File: config.mk
export PLATFORM = sky130hd
export DESIGN_NAME = echo_mem_sequencer
export DESIGN_NICKNAME = d
export VERILOG_FILES = /design/src/rtl/echo_mem_sequencer.sv
export SDC_FILE = /design/constraint.sdc
export NUM_CORES = 1
export LEC_CHECK = 0
export CAP_MARGIN = 15
export CORE_AREA = 5 5 110 112
export CTS_CLUSTER_DIAMETER = 80
export CTS_CLUSTER_SIZE = 10
export DETAILED_ROUTE_END_ITERATION = 7
export DIE_AREA = 0 0 115 117
export GPL_TIMING_DRIVEN = 0
export PLACE_DENSITY = 0.76
export SYNTH_ARGS = -nofsm -noshare
export SYNTH_HDL_FRONTEND = slang
export SYNTH_SLANG_ARGS = --single-unit
File: constraint.sdc
create_clock -name clk -period 4 [get_ports clk]
set_input_delay 0.8 -clock clk [delete_from_list [all_inputs] [get_ports clk]]
set_output_delay 0.8 -clock clk [all_outputs]
set_load 0.1 [all_outputs]
File: src/rtl/echo_mem_sequencer.sv
// echo_mem_sequencer: per-sample echo mixer that sequences one shared single-port delay RAM
// (clear sweep, dry write, two delayed tap reads, saturating mix).
module echo_mem_sequencer #(
   parameter int WIDTH  = 16,
   parameter int ADDR_W = 15
) (
   input  logic              clk,
   input  logic              rst,
   input  logic [WIDTH-1:0]  note_sample_in,
   input  logic              note_sample_ready,
   input  logic [1:0]        profile,
   output logic [ADDR_W-1:0] mem_addr,
   output logic              mem_we,
   output logic [WIDTH-1:0]  mem_wdata,
   input  logic [WIDTH-1:0]  mem_rdata,
   output logic [WIDTH-1:0]  note_sample_out,
   output logic              out_valid,
   output logic              busy,
   output logic              overrun
);
   typedef enum logic [2:0] {CLEAR, IDLE, WRITE, RD0, RD1, MIX} state_t;
   state_t state_q, state_d;
   logic [ADDR_W-1:0] clr_q, clr_d, wr_ptr_q, wr_ptr_d, d0, d1;
   logic [WIDTH-1:0] dry_q, dry_d, tap0_q, tap0_d, out_q, out_d, mix;
   logic [1:0] prof_q, prof_d;
   logic out_valid_q, out_valid_d, overrun_q, overrun_d;
   logic signed [WIDTH-1:0] t0, t1;
   logic [WIDTH+1:0] sum;
   assign d0 = (prof_q == 2'b00) ? ADDR_W'(4800) : ADDR_W'(19200);
   assign d1 = (prof_q == 2'b00) ? ADDR_W'(9600) : ADDR_W'(24000);
   assign t0 = $signed(tap0_q) >>> ((prof_q == 2'b10) ? 2 : 3);
   assign t1 = $signed(mem_rdata) >>> 4;
   // Disabled taps are masked here; their reads still happen in every profile.
   assign sum = {{2{dry_q[WIDTH-1]}}, dry_q}
              + ((prof_q != 2'b11) ? {{2{t0[WIDTH-1]}}, t0} : '0)
              + (!prof_q[1] ? {{2{t1[WIDTH-1]}}, t1} : '0);
   assign mix = (sum[WIDTH+1:WIDTH-1] == 3'b000 || sum[WIDTH+1:WIDTH-1] == 3'b111) ? sum[WIDTH-1:0]
              : sum[WIDTH+1] ? {1'b1, {(WIDTH-1){1'b0}}} : {1'b0, {(WIDTH-1){1'b1}}};
   always_comb begin
      state_d     = state_q;
      clr_d       = clr_q;
      wr_ptr_d    = wr_ptr_q;
      dry_d       = dry_q;
      prof_d      = prof_q;
      tap0_d      = tap0_q;
      out_d       = out_q;
      out_valid_d = 1'b0;
      overrun_d   = overrun_q | (note_sample_ready && state_q != IDLE && state_q != CLEAR);
      mem_we      = 1'b0;
      mem_addr    = wr_ptr_q;
      mem_wdata   = dry_q;
      case (state_q)
         CLEAR: begin
            mem_we    = 1'b1;
            mem_addr  = clr_q;
            mem_wdata = '0;
            clr_d     = clr_q + 1'b1;
            state_d   = (clr_q == '1) ? IDLE : CLEAR;
         end
         IDLE: if (note_sample_ready) begin
            dry_d   = $signed(note_sample_in) >>> 1;
            prof_d  = profile;
            state_d = WRITE;
         end
         WRITE: begin
            mem_we  = 1'b1;
            state_d = RD0;
         end
         RD0: begin
            mem_addr = wr_ptr_q - d0;
            state_d  = RD1;
         end
         RD1: begin
            mem_addr = wr_ptr_q - d1;
            tap0_d   = mem_rdata;
            state_d  = MIX;
         end
         MIX: begin
            out_d       = mix;
            out_valid_d = 1'b1;
            wr_ptr_d    = wr_ptr_q + 1'b1;
            state_d     = IDLE;
         end
         default: state_d = CLEAR;
      endcase
   end
   always_ff @(posedge clk) begin
      if (rst) begin
         state_q     <= CLEAR;
         clr_q       <= '0;
         wr_ptr_q    <= '0;
         dry_q       <= '0;
         prof_q      <= '0;
         tap0_q      <= '0;
         out_q       <= '0;
         out_valid_q <= 1'b0;
         overrun_q   <= 1'b0;
      end else begin
         state_q     <= state_d;
         clr_q       <= clr_d;
         wr_ptr_q    <= wr_ptr_d;
         dry_q       <= dry_d;
         prof_q      <= prof_d;
         tap0_q      <= tap0_d;
         out_q       <= out_d;
         out_valid_q <= out_valid_d;
         overrun_q   <= overrun_d;
      end
   end
   assign note_sample_out = out_q;
   assign out_valid       = out_valid_q;
   assign overrun         = overrun_q;
   assign busy            = state_q != IDLE;
endmodule
* Yosys cells after proc, flatten, opt, wreduce, memory -nomap -nowiden
Index checks and enable logic that the tools add are counted.
** Operators by class
- Shift operators :: 1
- Bitwise gates (word level) :: 1
- Multiplexer cells :: 14
- Equality and inequality tests :: 11
- Reductions and logical operators :: 9
- Add/subtract/negate cells :: 6
** Operators with widths (count)
- $mux 16 :: 3
- $pmux 15 s3 :: 1
- $add 18x18->18 :: 2
- $mux 18 :: 2
- $add 15x1->15 const B :: 2
- $mux 15 :: 2
- $sub 15x15->15 :: 2
- $pmux 3 s6 :: 1
- $sshr 16x2->16 :: 1
- $eq 15x15->1 const B :: 1
- $eq 3x3->1 const B :: 3
- $eq 3x2->1 const B :: 2
- $logic_not 3->1 :: 2
- $mux 1 :: 4
- $ne 2x2->1 const B :: 2
- $eq 3x1->1 const B :: 1
- $mux 3 :: 1
- $ne 3x1->1 const B :: 1
- $reduce_bool 3->1 :: 1
- $eq 2x2->1 const B :: 1
- $logic_and 1x1->1 :: 2
- $logic_not 2->1 :: 1
- $reduce_and 2->1 :: 1
- $reduce_or 2->1 :: 1
- 2 further kinds :: 2
** Word-level totals
- Output and inout bits :: 51
- Logic and storage cells :: 51
- Register bits after elaboration :: 84

* Logic depth before layout (Yosys ltp)
- Depth after elaboration :: 9
- Mapped depth :: 16
- Mapped depth without buffers :: 14

* Worst setup path after synthesis
Ideal clock, no wire load.
- Kind :: flip-flop to output port
- From :: register state_q[1]
- To :: output mem_addr[12]
- Required time :: 3200 ps
- Path buffers :: 3
- Data arrival time :: 4713 ps
- Cell stages (with the launch flop) :: 15
- Path slack :: -1513 ps
- Path through :: dfxtp_1 > clkbuf_1 > nor2_1 > and2_1 > clkbuf_1 > clkbuf_1 > ha_1 > ha_1 > fa_1 > nor2b_1 > o21ai_0 > a21o_1 > nand3b_1 > xnor2_1 > o21ai_0
** Between the ends
- Longest elaborated chain between the ends :: 2
** RTL lines
- from (decl) :: line 22 : state_t state_q, state_d;
- from (signal assigned) :: line 99 : state_q <= state_d;
- $eq 3x3->1, or another cell as far along :: line 52 : case (state_q)
- $pmux 15 s3 * :: line 52
- to (decl) :: line 12 : output logic [ADDR_W-1:0] mem_addr,
Mark *: on every way between the ends. The rest lies on a longest branch, timed or not.

* Worst setup path after layout
- From :: register state_q[0]
- To :: output mem_addr[14]
Same word-level chain as after synthesis.

==> results by group <==
Worst setup path
  – Critical path's largest stage delay: ~0.37 ns
  – Crit-path cells: nor2_4 > and2_4 > buf_8 > clkbuf_16 > ha_4 > ha_4 > fa_2 > nor2b_4 > o21ai_2 > a21o_1 > a31oi_1 > xnor2_1 > a21o_1 > a221o_2 > buf_12
  – CP required: 3.20 ns
  – Critical path data arrival time: 3.34 ns
  – Worst-path fanout max: 4
  – Worst Path Class, Setup: flip-flop to output port
  – Crit path max-delay cell type: dfxtp_4
  – Top delay family on crit path: compound AO/OA/AOI/OAI gates
  – Critical path buffer and inverter count: 3
  – Crit. End Element: output port
  – Critical path launch point type: flip-flop

Detailed routing
  – DRC: 0
  – Post-DRT Antenna Nets: 0
  – Total Wirelength: around 15000 um
  – Drt first pass iters: 6
  – Routed wire per std cell: 16.8 um
  – Routed vias: 4997
  – DR vias/cell: 5.57
  – First DRT Iteration DRCs: 323

GRT
  – Total global-route track usage: around 22%
  – Overflow after GRT: 0
  – Vias in the first global route: 4873
  – First-pass GRT wire length: around 24000 um
  – Antenna violations before repair: 0
  – Largest net degree at the start of global routing: 14

Clock tree
  – CTS H-tree depth: 3
  – CTS Sinks: 82
  – Root Driver: clkbuf_16
  – Clock Tree Buf Depth: 2
  – Clock Latency Late Sink: ~0.34 ns
  – Worst-path clk slew: 0.07 ns
  – CTS tree: done
  – CTS Buf Count: 9

Floorplan
  – Io pins: 88
  – Num rows: 39
  – Core area: 11100 um2
  – Die footprint: 13500 um2
  – Initial core utilization: 47.0%
  – Chip Height: 117 um
  – Chip width: around 120 um

Power and ir drop
  – Combinational share of power: 7.6%
  – Clock power share: 48.4%
  – Pwr Density: 272 nW/um2
  – Internal power: about 1.4 mW
  – Switching Fraction: 22.9%
  – Seq pwr share: 44.0%
  – P_sw: approximately 0.43 mW
  – Max VDD drop: 156 uV
  – Pleak: 2.63 nW

STA
  – Unrepaired setup endpoints after global routing: true
  – Final Hold Fails: 0
  – Final WS setup: -0.143 ns
  – Clk_skew: approximately 0.007 ns
  – Max-slew violations: 0
  – Tcrit/Tclk final: 104%
  – Finish-stage setup viols: 1
  – Highest Clock Rate: 241 MHz
  – Fin Setup TNS: -0.143 ns
  – Slew margin rel.: 34.7%
  – Slew @ Worst Pin: about 0.98 ns
  – Final Critical Period: 4.14 ns

Synthesis
  – Sequential fraction of the synthesis area: 31.4%
  – Yosys warns: 0
  – Area leader, netlist: dfxtp_1
  – Post-Syn Nets: 727
  – Dominant synthesized flop cell: dfxtp_1
  – Synth cell types: 55
  – Largest cells by area after synthesis: dfxtp_1 31%, nand2_1 8.3%, ha_1 6.7%
  – Avg Inst Size Synth: 8.10 um2
  – Synth Instances: 645
  – Post-synth EDFFs: 0
  – Yosys reg bits: 82
  – Ys async rst share: 0%
  – Post-synth top area share: approximately a third
  – Mapped cell area: 5230 um2

Finish
  – Final core utilization: 61.8%
  – Area growth syn-to-layout: 31.5%
  – Final #Nets: slightly above 800
  – Layout cell share with drive strength beyond 1: around an eighth
  – N_diodes: 0

Place
  – Port bufs: a little over 80
  – Routability cong.: 0.903
  – Dpl hpwl: 11300 um
  – Worst slack, placed: -0.934 ns

Worst hold path
  – Worst Hold Class: flip-flop to flip-flop

Job
  – MaxCap Viol Count: 0

Outcome
  – Failing checks: negative setup slack
  – Outcome: complete, but fails checks
-- per-layer routing --
layer | GRT usage [%] | up-vias | part of all wire, %
li1 | - | 2443 | -
met1 | 30.7 | 2350 | 44
met2 | 36.6 | 182 | 47
met3 | 2.67 | 22 | 7.3
met4 | 8.06 | 0 | 2.2
met5 | 0 | - | 0
-- path summary, 6_finish.rpt --
| kind | start | endpoint | slack, ns | cells after the start |
|---|---|---|---|---|
| max | state_q[0]$_SDFFE_PP0P_ | mem_addr[14] | -0.14 | 15 |
| min | overrun$_SDFF_PP0_ | overrun$_SDFF_PP0_ | 0.46 | 2 |
| max reg2reg | prof_q[1]$_SDFFE_PP0P_ | note_sample_out[10]$_SDFFE_PP0P_ | 0.18 | 13 |
| min reg2reg | overrun$_SDFF_PP0_ | overrun$_SDFF_PP0_ | 0.46 | 2 |
-- power groups by stage --
| stage | clock network [mW] | registers, mW | logic (mW) |
|---|---|---|---|
| global placement | 0 | 0.840 | 0.138 |
| global route | 0.943 | 0.821 | 0.153 |
| finish | 0.904 | 0.822 | 0.142 |
| detailed placement | 0 | 0.841 | 0.138 |
| CTS | 0.910 | 0.822 | 0.140 |
| floorplan | 0 | 0.840 | 0.0801 |
-- layout make-up --
| cell class | count | area [um2] |
|---|---|---|
| clock buffers | 11 | 243 |
| plain buffers | 30 | 179 |
| multi-input cells | 511 | 3550 |
| fillers | 1007 | 4260 |
| flip-flops and latches | 82 | 1650 |
| repair buffers | 95 | 918 |
| clock inverters | 5 | 77.6 |
| inverters | 20 | 80.1 |
| well taps | 143 | 179 |
-- layout by cell type, fill, tap and decap left out, drive strengths merged, types with 3 or more instances in the layout --
cell type      instances
clkdlybuf4s15          3
o2bb2ai               12
or2                    4
o211ai                 3
a311oi                 5
o21ai                 28
dfxtp                 82
o21bai                 4
and2                   3
fa                    17
buf                   21
nand3                  6
a21boi                 3
xnor2                 18
a211oi                11
clkdlybuf4s50         69
a21oi                 62
xor2                  19
clkbuf                37
nand4                  4
or3                    9
mux2                   6
nor2                  60
a21o                   7
nor2b                 34
nor3b                  3
nor3                  10
dlygate4sd2            6
a22oi                  4
and3                   7
nand2                115
a221o                  4
ha                    28
inv                   20
nor4                   3
-- worst reg2reg max path, delay by kind of cell (launching register included) --
family | cells | cell delay (ns)
compound gates | 5 | 0.85
fa+ha+maj | 3 | 1.16
buf+inv | 1 | 0.35
flops | 1 | 0.47
simple gates | 4 | 0.84
-- timing repair --
| item | CTS | global route |
|---|---|---|
| buffers inserted | 7 | 5 |
| resized for setup | 62 | 19 |
| hold buffers | 0 | 0 |
| hold endpoints to repair | 0 | 0 |
| setup endpoints to repair | 28 | 26 |
| pin swaps | 8 | 10 |
-- cell families (layout without fill, tap and decap cells) --
| group | count (synthesis) | after routing | share of synthesized area, % |
|---|---|---|---|
| simple gates | 264 | 264 | 23.2 |
| compound gates | 157 | 157 | 20.5 |
| flops | 82 | 82 | 31.4 |
| buf+inv | 52 | 161 | 3.88 |
| fa+ha+maj | 45 | 45 | 13.2 |
| xor+xnor | 37 | 37 | 6.20 |
| mux | 8 | 8 | 1.68 |
-- cell usage after synthesis, types with 2 or more instances --
| cell | instances |
|---|---|
| a211oi_1 | 8 |
| a211oi_2 | 3 |
| a21boi_0 | 2 |
| a21o_1 | 7 |
| a21oi_1 | 62 |
| a221o_1 | 4 |
| a22oi_1 | 4 |
| a311oi_1 | 5 |
| a31oi_1 | 2 |
| and2_1 | 3 |
| and3_1 | 7 |
| and4_1 | 2 |
| buf_1 | 2 |
| buf_4 | 2 |
| clkbuf_1 | 28 |
| dfxtp_1 | 82 |
| fa_1 | 17 |
| ha_1 | 28 |
| inv_1 | 20 |
| mux2_2 | 6 |
| mux2i_1 | 2 |
| nand2_1 | 115 |
| nand2b_1 | 2 |
| nand3_1 | 6 |
| nand3b_1 | 2 |
| nand4_1 | 4 |
| nor2_1 | 60 |
| nor2b_1 | 34 |
| nor3_1 | 9 |
| nor3b_1 | 3 |
| nor4_1 | 3 |
| o211ai_1 | 2 |
| o21ai_0 | 25 |
| o21ai_1 | 3 |
| o21bai_1 | 4 |
| o221a_2 | 2 |
| o2bb2ai_1 | 12 |
| or2_2 | 3 |
| or3_1 | 9 |
| xnor2_1 | 18 |
| xor2_1 | 19 |
-- registers in the layout (all words and copies together) (netlist names) --
| signal | count |
|---|---|
| clr_q | 15 |
| dry_q | 15 |
| note_sample_out | 16 |
| out_valid | 1 |
| overrun | 1 |
| prof_q | 2 |
| state_q | 3 |
| tap0_q | 14 |
| wr_ptr_q | 15 |
-- metrics by stage --
stage,cell area [um2],std cells,hold slack [ns],power (mW)
global placement,6330,871,0.437,0.978
floorplan,5320,645,0.436,0.920
finish,6870,897,0.455,1.87
detailed placement,6330,871,0.448,0.979
CTS,6780,893,0.459,1.87
global route,6870,897,0.492,1.92
No activity file was read; power rests on OpenSTA's default activity.
